$ cat src/rtl/cram_arbiter.sv
// cram_arbiter: two-requester round-robin arbiter in front of a CellularRAM
// burst controller. A winner's address/data are latched and held, with CE,
// until the controller reports end of burst. A one-cycle RELEASE state then
// drops CE and pulses the owner's Done.
// Optional watchdog: define CRAM_ARB_TIMEOUT_EN to abort a BUSY phase after
// TIMEOUT_CYCLES cycles without CtlDone. With the macro undefined, BUSY waits
// indefinitely and Timeout is tied low.
module cram_arbiter #(
  parameter int ADDR_W         = 20,
  parameter int DATA_W         = 16,
  parameter int TIMEOUT_CYCLES = 64
) (
  input  logic              CLK,
  input  logic              RST_N,
  input  logic              Req0,
  input  logic              Req1,
  input  logic [ADDR_W-1:0] Addr0,
  input  logic [ADDR_W-1:0] Addr1,
  input  logic [DATA_W-1:0] Data0,
  input  logic [DATA_W-1:0] Data1,
  output logic              Gnt0,
  output logic              Gnt1,
  output logic              Done0,
  output logic              Done1,
  output logic              CtlCE,
  output logic [ADDR_W-1:0] CtlAddress,
  output logic [DATA_W-1:0] CtlData,
  input  logic              CtlYield,
  input  logic              CtlDone,
  output logic              Timeout
);

  typedef enum logic [1:0] {
    S_IDLE    = 2'd0,
    S_BUSY    = 2'd1,
    S_RELEASE = 2'd2
  } state_e;

  // A zero watchdog limit would make BUSY end before the controller can act.
  if (TIMEOUT_CYCLES < 1) begin : g_bad_timeout
    $error("cram_arbiter: TIMEOUT_CYCLES must be at least 1");
  end

  state_e              state_q, state_d;
  logic                gnt0_q, gnt0_d;
  logic                gnt1_q, gnt1_d;
  logic                done0_q, done0_d;
  logic                done1_q, done1_d;
  logic                ce_q, ce_d;
  logic [ADDR_W-1:0]   addr_q, addr_d;
  logic [DATA_W-1:0]   data_q, data_d;
  // Requester that wins a tie; set to the non-owner whenever a transaction ends.
  logic                prio_q, prio_d;
  logic                win1;
  logic                finish;

`ifdef CRAM_ARB_TIMEOUT_EN
  localparam int CNT_W = $clog2(TIMEOUT_CYCLES + 1);
  logic [CNT_W-1:0]    cnt_q, cnt_d;
  logic [CNT_W-1:0]    cnt_inc;
  logic                tmo_q, tmo_d;
  assign cnt_inc = cnt_q + CNT_W'(1);
`endif

  // Requester 1 wins when it is alone, or when both ask and it holds priority.
  assign win1 = Req1 & (~Req0 | prio_q);

  // Next-state and registered-output computation for IDLE/BUSY/RELEASE.
  always_comb begin
    // NOTE: every signal driven here gets a default first so no path can
    // leave it unassigned and infer a latch.
    state_d = state_q;
    gnt0_d  = gnt0_q;
    gnt1_d  = gnt1_q;
    done0_d = 1'b0;
    done1_d = 1'b0;
    ce_d    = ce_q;
    addr_d  = addr_q;
    data_d  = data_q;
    prio_d  = prio_q;
    finish  = 1'b0;
`ifdef CRAM_ARB_TIMEOUT_EN
    cnt_d   = cnt_q;
    tmo_d   = 1'b0;
`endif

    unique case (state_q)
      S_IDLE: begin
        if ((Req0 | Req1) & CtlYield) begin
          state_d = S_BUSY;
          ce_d    = 1'b1;
          gnt0_d  = ~win1;
          gnt1_d  = win1;
          addr_d  = win1 ? Addr1 : Addr0;
          data_d  = win1 ? Data1 : Data0;
`ifdef CRAM_ARB_TIMEOUT_EN
          cnt_d   = '0;
`endif
        end
      end

      S_BUSY: begin
        finish = CtlDone;
`ifdef CRAM_ARB_TIMEOUT_EN
        cnt_d = cnt_inc;
        // CtlDone on the limit cycle still counts as a normal completion.
        if (!CtlDone && (cnt_inc == CNT_W'(TIMEOUT_CYCLES))) begin
          finish = 1'b1;
          tmo_d  = 1'b1;
        end
`endif
        if (finish) begin
          state_d = S_RELEASE;
          ce_d    = 1'b0;
          gnt0_d  = 1'b0;
          gnt1_d  = 1'b0;
          done0_d = gnt0_q;
          done1_d = gnt1_q;
          prio_d  = gnt0_q;
        end
      end

      S_RELEASE: begin
        state_d = S_IDLE;
      end

      default: begin
        state_d = S_IDLE;
        ce_d    = 1'b0;
        gnt0_d  = 1'b0;
        gnt1_d  = 1'b0;
      end
    endcase
  end

  // State and output registers with synchronous active-low reset.
  always_ff @(posedge CLK) begin
    if (!RST_N) begin
      // NOTE: the latched address/data are reset too, so the controller never
      // sees stale values from before reset.
      state_q <= S_IDLE;
      gnt0_q  <= 1'b0;
      gnt1_q  <= 1'b0;
      done0_q <= 1'b0;
      done1_q <= 1'b0;
      ce_q    <= 1'b0;
      addr_q  <= '0;
      data_q  <= '0;
      prio_q  <= 1'b0;
    end else begin
      // NOTE: non-blocking assignments keep all registers updating from the
      // same pre-edge values.
      state_q <= state_d;
      gnt0_q  <= gnt0_d;
      gnt1_q  <= gnt1_d;
      done0_q <= done0_d;
      done1_q <= done1_d;
      ce_q    <= ce_d;
      addr_q  <= addr_d;
      data_q  <= data_d;
      prio_q  <= prio_d;
    end
  end

`ifdef CRAM_ARB_TIMEOUT_EN
  // Watchdog counter and abort pulse.
  always_ff @(posedge CLK) begin
    if (!RST_N) begin
      cnt_q <= '0;
      tmo_q <= 1'b0;
    end else begin
      cnt_q <= cnt_d;
      tmo_q <= tmo_d;
    end
  end

  assign Timeout = tmo_q;
`else
  assign Timeout = 1'b0;
`endif

  assign Gnt0       = gnt0_q;
  assign Gnt1       = gnt1_q;
  assign Done0      = done0_q;
  assign Done1      = done1_q;
  assign CtlCE      = ce_q;
  assign CtlAddress = addr_q;
  assign CtlData    = data_q;

endmodule

$ cat config.mk
export PLATFORM = sky130hd
export DESIGN_NAME = cram_arbiter
export DESIGN_NICKNAME = d
export VERILOG_FILES = /design/src/rtl/cram_arbiter.sv
export SDC_FILE = /design/constraint.sdc
export NUM_CORES = 1
export LEC_CHECK = 0
export ABC_AREA = 1
export CAP_MARGIN = 15
export CORE_MARGIN = 3
export CORE_UTILIZATION = 41
export DETAILED_ROUTE_END_ITERATION = 16
export GPL_TIMING_DRIVEN = 0
export PLACE_DENSITY = 0.95
export SLEW_MARGIN = 20
export SYNTH_ARGS = -nofsm -noshare
export SYNTH_HDL_FRONTEND = slang
export SYNTH_SLANG_ARGS = --single-unit
$ cat constraint.sdc
create_clock -name CLK -period 2.35 [get_ports CLK]
set_input_delay 0.705 -clock CLK [delete_from_list [all_inputs] [get_ports CLK]]
set_output_delay 0.705 -clock CLK [all_outputs]
set_load 0.02 [all_outputs]
=== Word level (Yosys, flattened, before mapping) ===
Index checks and enable logic that the tools add are counted.
Widths: inputs -> output; s select.

* Register bits: 44
* Output and inout port bits: 42
* Input port bits: 78
* Logic and storage cells: 38

* Equality and inequality tests: 4
* Bitwise gates (word level): 7
* Reductions and logical operators: 6
* Muxes and demuxes: 12

{| class="wikitable"
|+ Operators by type and width
! kind !! count
|-
| $mux 20 || 1
|-
| $mux 16 || 1
|-
| $pmux 1 s3 || 3
|-
| $reduce_and 2->1 || 3
|-
| $reduce_and 3->1 || 2
|-
| $mux 1 || 4
|-
| $mux 2 || 2
|-
| $ne 2x2->1 const B || 2
|-
| $pmux 2 s2 || 1
|-
| $not 1->1 || 3
|-
| $and 1x1->1 || 2
|-
| $eq 2x1->1 const B || 1
|-
| $eq 2x2->1 const B || 1
|-
| $logic_not 2->1 || 1
|-
| $or 1x1->1 || 2
|}

=== Logic depth before layout (Yosys ltp) ===
Gate-level depths: netlist of the first run.

* Depth in word-level cells: 6
* Mapped depth: 8

=== Worst setup path before layout of the first run ===
OpenSTA, ideal clock, no wires.

* Path type: input -> register
* From: in CtlYield
* To: reg data_q[10], in the netlist CtlData[10]
* Setup time: 0.116 ns
* Cell stages on the path: 7
* Arrival time: 1.402 ns
* Required time: 2.234 ns
* Path slack: 0.832 ns
* Buffers on the path: 2
* Path through: inv_1 -> nor2_1 -> nand3_2 -> buf_6 -> buf_2 -> nor2_1 -> nor2_1

* Word-level cells in the longest chain between the ends: 2

{| class="wikitable"
|+ RTL lines
! what !! RTL line !! text
|-
| start, declared || 28 || <nowiki>input logic CtlYield,</nowiki>
|-
| $and 1x1->1 || 89 || <nowiki>if ((Req0 | Req1) & CtlYield) begin</nowiki>
|-
| $reduce_and 2->1 (no line) || - ||
|-
| end signal, assigned || 160 || <nowiki>data_q <= data_d;</nowiki>
|-
| end, declared || 51 || <nowiki>logic [DATA_W-1:0] data_q, data_d;</nowiki>
|}

No other way between the ends.
A chain may end at the register's enable or synchronous reset.

=== Worst setup path after layout of the first run ===
* From: in Req0
* To: reg addr_q[15], in the netlist CtlAddress[15]

* Word-level cells in the longest chain between the ends: 4

{| class="wikitable"
|+ RTL lines
! what !! RTL line !! text
|-
| start, declared || 15 || <nowiki>input logic Req0,</nowiki>
|-
| $not 1->1 || 66 || <nowiki>assign win1 = Req1 & (~Req0 | prio_q);</nowiki>
|-
| $or 1x1->1 || 66 ||
|-
| $and 1x1->1 || 66 ||
|-
| $mux 20 || 94 || <nowiki>addr_d = win1 ? Addr1 : Addr0;</nowiki>
|-
| end signal, assigned || 159 || <nowiki>addr_q <= addr_d;</nowiki>
|-
| end, declared || 50 || <nowiki>logic [ADDR_W-1:0] addr_q, addr_d;</nowiki>
|}

Parallel ways exist; a longest one is shown, timed or not.

==> results_dict.tcl, run 1 <==
set metrics [dict create \
    routed_wirelength_um 6830 \
    p_sw_uw 572 \
    cts_tree "built" \
    htree_levels 2 \
    yosys-top-cells-area "dfxtp_1 (41%), nand2_1 (21%), inv_1 (9.3%), nor2_1 (6.5%), a21oi_1 (5.8%)" \
    synth_ff_type "dfxtp_1" \
    cp_max_fo 10 \
    clkPwrFrac 0.283 \
    syn_inst 343 \
    netlist.area_leader.share 0.410 \
    tightestPinTransition_ns 0.518 \
    slew_viol_final 0 \
    setup_viol 0 \
    synth.most_common_cell "nand2_1" \
    syn2layout_area_growth_pct 63.5 \
    synth.ff_latch_count 44 \
    post_drt_wl_per_cell_um 12.8 \
    slew_headroom 0.655 \
    combPwrFrac 0.297 \
    grt_pass1_vias 2406 \
    fp.dieH_um 78.3 \
    diodes 0 \
    routabilityCongestion 0.781 \
    p_per_area_mw_per_mm2 570 \
    min_path_type "reg2reg" \
    firstDrtPassIters 4 \
    total_leakage_power_uw 0.00169 \
    remaining_drc_errors 0 \
    synth_edf_count 0 \
    via_per_inst 4.65 \
    post_route_cells_drive_above_1_share 0.0620 \
    port_buffers 117 \
    crit_arrival_ns 2.20 \
    fin_skew_ns 0.00576 \
    grt_antenna_before_repair 0 \
    drv_cap 0 \
    switching_share 0.286 \
    fmax_ghz 0.509 \
    detail-route-antenna-nets 0 \
    ir_drop_v 0.000319 \
    synth_cell_type_count 19 \
    start_util 0.440 \
    start_kind "input pin" \
    grt_usage 0.226 \
    syn_nets 421 \
    dieWidth_um 78.3 \
    clkSlewWorstSetupHoldPaths_ns 0.09 \
    clkSinkCount 44 \
    grt-ovfl-total 0 \
    cp.required_ns 2.59 \
    post-route-util 0.719 \
    clkLatencyLatePin_ns 0.29 \
    rsz0062_at_grt "no" \
    die-area_mm2 0.00614 \
    run_status "completed" \
    syn_area_per_cell_um2 6.26 \
    netlist_area_mm2 0.00215 \
    hpwl_um 5370 \
    postCtsHoldBufs 0 \
    final_net_count 545 \
    drt_iter0_drc 115 \
    cts_buffers 5 \
    post-route-period-util 0.837 \
    endpoint_kind "register" \
    synth_area_leader_cell "dfxtp_1" \
    hold_viol_final 0 \
    via_count 2487 \
    finalSetupTns_ns 0 \
    cts.path.max_buffers 2 \
    grt_pass1_wl_um 11000 \
    yosysWarnings 0 \
    post_cts_resized 0 \
    seq_area_frac_synth 0.410 \
    critical_path_class "in2reg" \
    rows 25 \
    pwr-share-seq 0.421 \
    post_cts_buffers 0 \
    num_io_pins 120 \
    synth_common_cells "nand2_1 (119), inv_1 (53), dfxtp_1 (44), nor2_1 (37)" \
    p_int_uw 1430 \
    grt_max_degree 14 \
    cts_root_buf "clkbuf_8" \
    async_reset_ff_frac 0 \
    min_period_ns 1.97 \
    core_mm2 0.00488 \
]
cell families (layout without fill, tap and decap cells):
logic type | Yosys count | count (layout) | synth area share
DFF | 44 | 44 | 0.410
buffers and inverters | 74 | 199 | 0.149
other | 1 | 1 | 0.00175
and+or+nand+nor | 184 | 184 | 0.344
AOI/OAI and AO/OA | 40 | 40 | 0.0950
per-stage QoR:
step | power, uW | instances | hold WS, ns | setup WS, ns | cell area [um^2]
3_5_place_dp | 1450 | 527 | 0.449 | 0.0942 | 3400
4_1_cts | 2010 | 535 | 0.462 | 0.378 | 3510
5_1_grt | 2110 | 535 | 0.503 | 0.270 | 3510
6_report | 2000 | 535 | 0.465 | 0.384 | 3510
3_3_place_gp | 1430 | 527 | 0.450 | 0.0870 | 3400
2_1_floorplan | 1140 | 343 | 0.492 | 0.832 | 2150
power groups by stage:
stage	clock [uW]	sequential [uW]	combinational [uW]
after floorplan	0	933	209
after global placement	0	855	579
after detailed placement	0	858	593
after CTS	573	841	596
after global routing	608	850	648
final	565	841	593
worst paths after layout:
path	start	endpoint	slack [ns]	cells after the start
worst max-delay path	Req0	CtlAddress[15]	0.38	8
worst min-delay path	Gnt1	Done1	0.47	2
worst max register to register	prio_q	CtlAddress[15]	0.96	6
worst min register to register	Gnt1	Done1	0.47	2
critical path, cell delays in order:
cell and delay [ns]:
clkdlybuf4s50_1 0.45, inv_1 0.07, o21ai_2 0.42, buf_4 0.28
nand2_1 0.08, nand3_1 0.09, nand2_1 0.06, inv_1 0.05
state kept, by name, indices dropped and copies added, names as in the netlist:
signal	cells
CtlData	16
Done0	1
CtlCE	1
Gnt0	1
Done1	1
state_q	2
prio_q	1
Gnt1	1
CtlAddress	20
layout make-up:
cell class	count	area, um^2
tap	67	83.8
timing repair buffer	117	1170
multi-input combinational	225	946
buffer	18	109
inverter	56	210
sequential	44	881
clock inverter	2	35.0
fill	432	1370
clock buffer	6	72.6
metal layers:
layer	track usage	vias up	routed length (um)
met2	0.406	107	3370
li1	-	1271	-
met4	0.0682	0	111
met1	0.262	1099	2720
met3	0.0585	10	631
met5	0	-	0
placed cells by master (no fill, tap or decap):
master / n
inv_1: 53
nor2_4: 1
clkbuf_8: 5
buf_6: 2
o21ai_1: 2
buf_4: 4
a21oi_1: 25
buf_2: 8
clkbuf_1: 4
inv_2: 3
o21ai_0: 12
nand2_1: 119
nor2_1: 37
or2_2: 1
nand3_1: 25
nand3_2: 1
dfxtp_1: 44
clkbuf_2: 1
conb_1: 1
clkinv_2: 1
clkdlybuf4s50_1: 117
bufinv_16: 1
o21ai_2: 1
No activity file was read; power rests on OpenSTA's default activity.
==> run 2, diff against run 1 <==
--- a/config.mk
+++ b/config.mk
@@ -8,10 +8,10 @@
 export ABC_AREA = 1
 export CAP_MARGIN = 15
 export CORE_MARGIN = 3
-export CORE_UTILIZATION = 41
+export CORE_UTILIZATION = 35
 export DETAILED_ROUTE_END_ITERATION = 16
 export GPL_TIMING_DRIVEN = 0
-export PLACE_DENSITY = 0.95
+export PLACE_DENSITY = 0.88
 export SLEW_MARGIN = 20
 export SYNTH_ARGS = -nofsm -noshare
 export SYNTH_HDL_FRONTEND = slang
==> constraint.sdc (replaced) <==
create_clock -name CLK -period 1.8 [get_ports CLK]
set_input_delay 0.54 -clock CLK [delete_from_list [all_inputs] [get_ports CLK]]
set_output_delay 0.54 -clock CLK [all_outputs]
set_load 0.02 [all_outputs]
==> run 2 against run 1 <==
First-iteration DRC count down 38%. Sequential power up 31%. Clock-buffer cell count unchanged. Core utilization down 8.8 points. Die area up 16%. Via count down 0.80%. Wire length up 2.4%. Clock skew up 0.0016 ns. Hold slack worse by 0.00083 ns. Cell area up 2.7%. Clock power up 12%. Critical path type is now reg2out. Critical endpoint is now CtlAddress[17]. Largest power group unchanged.
==> results_dict.tcl, run 2 (same netlist as run 1, synthesis figures left out) <==
set metrics [dict create \
    start_util 0.376 \
    fin_skew_ns 0.00734 \
    routed_wirelength_um 6990 \
    min_from "Gnt1" \
    largest_register_ffs 20 \
    grt_antenna_before_repair 0 \
    clkPwrFrac 0.254 \
    nFillCells 541 \
    ir_drop_v 0.000370 \
    start_kind "register" \
    min_path_type "reg2reg" \
    grt_pass1_vias 2278 \
    endpoint_kind "primary output" \
    port_buffers 117 \
    combPwrFrac 0.307 \
    layout_common_cells "nand2_1 (119), clkdlybuf4s50_1 (80), inv_1 (53), dfxtp_1 (44), nor2_1 (36)" \
    crit_arrival_ns 1.24 \
    crit_family "buffers and inverters" \
    whs_endpoint "Done1" \
    core_mm2 0.00571 \
    drv_cap 0 \
    pwr-share-seq 0.439 \
    p_per_area_mw_per_mm2 693 \
    placed_cells_incl_taps 532 \
    setup_viol 0 \
    slew_headroom 0.646 \
    post_drt_wl_per_cell_um 12.9 \
    total_leakage_power_uw 0.00218 \
    fp.dieH_um 84.3 \
    hold_viol_final 0 \
    num_io_pins 120 \
    dieWidth_um 84.3 \
    grt_usage 0.181 \
    postCtsHoldBufs 0 \
    final_net_count 546 \
    placed_cell_area_mm2 0.00341 \
    cts_buffers 5 \
    crit_chain "clkdlybuf4s50_1" \
    cts_root_buf "clkbuf_8" \
    drt_iter0_drc 71 \
    clkSlewWorstSetupHoldPaths_ns 0.08 \
    cts_tree "built" \
    die-area_mm2 0.00711 \
    diodes 0 \
    finalSetupTns_ns 0 \
    routabilityCongestion 0.799 \
    postLayoutCellArea_mm2 0.00360 \
    run_status "completed" \
    cp.required_ns 1.26 \
    grt_max_degree 14 \
    hpwl_um 5100 \
    p_sw_uw 755 \
    crit_path_top_delay_cell "clkdlybuf4s50_1" \
    finalNonFillerCells 541 \
    switching_share 0.302 \
    via_per_inst 4.56 \
    final_common_cell "nand2_1" \
    syn2layout_area_growth_pct 68.0 \
    rows 27 \
    tightestPinTransition_ns 0.531 \
    r2r_end "CtlAddress[12]" \
    clkSinkCount 44 \
    post_route_cells_drive_above_1_share 0.0704 \
    worst-path-buf-inv 1 \
    p_int_uw 1740 \
    htree_levels 2 \
    cp_max_fo 2 \
    r2r_start "prio_q" \
    firstDrtPassIters 4 \
    cts.path.max_buffers 2 \
    via_count 2467 \
    clkLatencyLatePin_ns 0.29 \
    grt_pass1_wl_um 10600 \
    r2r_setup_slack_ns 0.45 \
    multiInputGateArea_um2 966 \
    whs_path_depth 2 \
    slew_viol_final 0 \
    detail-route-antenna-nets 0 \
    critical_path_class "reg2out" \
    r2r_cells 7 \
    slowest_delay_ns 0.61 \
    grt-ovfl-total 0 \
    remaining_drc_errors 0 \
    post-route-period-util 0.988 \
    min_period_ns 1.78 \
    hold_slack_ns 0.464 \
    regArea_um2 881 \
    fmax_ghz 0.563 \
]
run 2: cell count changes in the layout (fill, tap and decap cells not counted), moves of 2 or more:
cell / previous run / this run
dlygate4sd2_1: 0 / 6
buf_4: 4 / 6
dlymetal6s2s_1: 0 / 31
clkdlybuf4s50_1: 117 / 80
clkbuf_4: 0 / 3
buf_2: 8 / 3
nor2_2: 0 / 2
run 2: area by class of cell:
class,count,share of cell area
Timing Repair Buffer,117,0.344
Multi-Input combinational cell,226,0.268
Sequential cell,44,0.244
Inverter,56,0.0590
Buffer,18,0.0337
Tap cell,72,0.0250
Clock buffer,6,0.0229
Clock inverter,2,0.00278
run 2: routing by layer:
metal	track usage	routed length, um
met4	0.0395	49
met2	0.333	3450
met5	0	0
met1	0.208	2930
met3	0.0500	565
run 2: what timing repair did:
item / CTS / global route
cloned: 0 / 1
pin swaps: 0 / 2
endpoints found under the setup margin: 15 / 61
gates resized for setup: 8 / 39
setup buffers: 0 / 0
run 2: power by group through the flow:
stage	registers [uW]	clock network [uW]	logic [uW]
finish	1100	634	767
global route	1110	694	837
CTS	1100	651	770
detailed placement	1120	0	772
global placement	1120	0	759
floorplan	1220	0	274
run 2: metrics by stage:
stage          setup WS (ns)   util  power [uW]
2_1_floorplan          0.447      -        1490
3_3_place_gp          -0.310  0.597        1880
3_5_place_dp          -0.320  0.597        1890
4_1_cts              0.00117  0.613        2520
5_1_grt             -0.00550  0.631        2640
6_report              0.0224  0.631        2500
run 2: worst max path at each step:
stage	start	end	slack, ns	cells past startpoint
CTS	CtlCE	CtlCE	0.001	1
global placement	Req0	Gnt1	-0.31	7
floorplan	CtlYield	CtlData[10]	0.45	7
global route	CtlAddress[17]	CtlAddress[17]	-0.005	1
detailed placement	Req0	CtlAddress[12]	-0.32	8
finish	CtlAddress[17]	CtlAddress[17]	0.02	1
==> run 3, diff against run 2 <==
--- a/config.mk
+++ b/config.mk
@@ -12,6 +12,7 @@
 export DETAILED_ROUTE_END_ITERATION = 16
 export GPL_TIMING_DRIVEN = 0
 export PLACE_DENSITY = 0.88
+export REMOVE_ABC_BUFFERS = 1
 export SLEW_MARGIN = 20
 export SYNTH_ARGS = -nofsm -noshare
 export SYNTH_HDL_FRONTEND = slang
==> run 3 against run 2 <==
Sequential share of layout area decreased by 1.2 points. Sequential cell count did not move. Register-to-register slack lost 0.07 ns. Largest cell class unchanged. Clock-buffer cell count unchanged. Critical endpoint is now CtlAddress[14]. Worst setup slack improved by 0.0074 ns.
==> results_dict.tcl, run 3 (same netlist as run 1, synthesis figures left out) <==
set metrics [dict create \
    grt_antenna_before_repair 0 \
    grt_pass1_wl_um 11400 \
    tightestPinTransition_ns 0.619 \
    routed_wirelength_um 7410 \
    cts_buffers 5 \
    fin_skew_ns 0.0105 \
    r2r_cells 6 \
    rsz0062_at_grt "no" \
    grt_pass1_vias 2316 \
    whs_path_depth 2 \
    slowest_delay_ns 0.60 \
    endpoint_kind "primary output" \
    via_count 2508 \
    min_period_ns 1.77 \
    final_common_cell "nand2_1" \
    p_int_uw 1770 \
    critical_path_class "reg2out" \
    cp_max_fo 2 \
    p_per_area_mw_per_mm2 678 \
    port_buffers 118 \
    grt_max_degree 37 \
    worstSetupEndpoint "CtlAddress[14]" \
    start_util 0.376 \
    detail-route-antenna-nets 0 \
    remaining_drc_errors 0 \
    hpwl_um 4290 \
    regArea_um2 881 \
    post_route_cells_drive_above_1_share 0.0791 \
    routabilityCongestion 0.747 \
    layout_common_cells "nand2_1 (118), clkdlybuf4s50_1 (75), inv_1 (52), dfxtp_1 (44)" \
    diodes 0 \
    hold_viol_final 0 \
    htree_levels 2 \
    cts.path.max_buffers 2 \
    run_status "completed" \
    start_kind "register" \
    cp.required_ns 1.26 \
    slew_headroom 0.587 \
    syn2layout_area_growth_pct 76.6 \
    die-area_mm2 0.00711 \
    worst-path-buf-inv 1 \
    total_leakage_power_uw 0.00229 \
    placed_cell_area_mm2 0.00332 \
    r2r_setup_slack_ns 0.38 \
    crit_arrival_ns 1.23 \
    drv_cap 0 \
    r2r_end "CtlAddress[3]" \
    switching_share 0.310 \
    clkLatencyLatePin_ns 0.29 \
    slew_viol_final 0 \
    post_drt_wl_per_cell_um 13.7 \
    setup_viol 0 \
    clkSinkCount 44 \
    fmax_ghz 0.565 \
    post-route-period-util 0.983 \
    min_path_type "reg2reg" \
    r2r_start "state_q[0]" \
    fin_ws_ns 0.0298 \
    crit_chain "clkdlybuf4s50_1" \
    crit_path_top_delay_cell "clkdlybuf4s50_1" \
    clkPwrFrac 0.252 \
    power_uw 2570 \
    crit_family "buffers and inverters" \
    firstDrtPassIters 4 \
    via_per_inst 4.64 \
    grt_usage 0.197 \
    postLayoutCellArea_mm2 0.00379 \
    fp.dieH_um 84.3 \
    core_mm2 0.00571 \
    cts_root_buf "clkbuf_8" \
    rows 27 \
    pwr-share-seq 0.426 \
    clkSlewWorstSetupHoldPaths_ns 0.09 \
    num_io_pins 120 \
    pre_cts_slack_ns -1.27 \
    cp.depth 1 \
    multiInputGateArea_mm2 0.00105 \
    nFillCells 505 \
    ir_drop_v 0.000324 \
    grt-ovfl-total 0 \
    combPwrFrac 0.321 \
    cts_tree "built" \
    p_sw_uw 797 \
    final_net_count 545 \
    largest_register_ffs 20 \
    crit_path_start "CtlAddress[14]" \
    dieWidth_um 84.3 \
    drt_iter0_drc 92 \
]
==> run 3: cell type report <==
class,count,share of cell area
flip-flops and latches,44,0.232
repair inverters,1,0.00231
well taps,72,0.0238
repair buffers,130,0.379
clock inverters,2,0.00396
clock buffers,6,0.0218
multi-input cells,229,0.277
inverters,56,0.0598
==> run 3: worst min path at each step <==
stage,start,to,slack (ns)
after detailed placement,CtlCE,CtlCE,0.46
after global routing,CtlCE,CtlCE,0.49
final,CtlCE,CtlCE,0.47
after global placement,Gnt1,Done1,0.45
after floorplan,prio_q,prio_q,0.49
after CTS,CtlCE,CtlCE,0.47
==> run 3: power groups by stage <==
| stage | clock [uW] | combinational (uW) | sequential, uW |
|---|---|---|---|
| floorplan | 0 | 242 | 1220 |
| global placement | 0 | 724 | 1110 |
| detailed placement | 0 | 738 | 1120 |
| CTS | 659 | 805 | 1100 |
| global route | 705 | 897 | 1110 |
| finish | 649 | 826 | 1100 |
==> run 3: repair_timing <==
action,4_1_cts,5_1_grt
pin swaps,5,4
setup buffers,7,5
setup endpoints to repair,46,62
gates cloned,4,1
resized for setup,22,38
hold buffers,0,0
==> run 3: worst reg2reg max path, cell delays in order (launching register included) <==
cell,delay [ns]
dfxtp_1,0.32
inv_1,0.27
nand3_4,0.26
inv_6,0.23
nand3_1,0.12
nand2_1,0.09
inv_1,0.04
==> run 3: through the flow <==
step                      hold WS (ns)  setup TNS (ns)  utilization  std cells
after floorplan                  0.492           -3.80            -        325
after detailed placement         0.456          -46.19        0.581        515
after global placement           0.447          -42.93        0.579        515
final                            0.467               0        0.664        540
after CTS                        0.471               0        0.631        534
after global routing             0.493               0        0.664        540
==> run 3: routing by layer <==
layer / wire length [um] / part of all wire / track usage / vias up
met4: 15 / 0.0020 / 0.0351 / 0
met3: 622 / 0.084 / 0.0559 / 2
li1: - / - / - / 1281
met2: 3770 / 0.51 / 0.357 / 91
met5: 0 / 0 / 0 / -
met1: 3000 / 0.41 / 0.232 / 1134
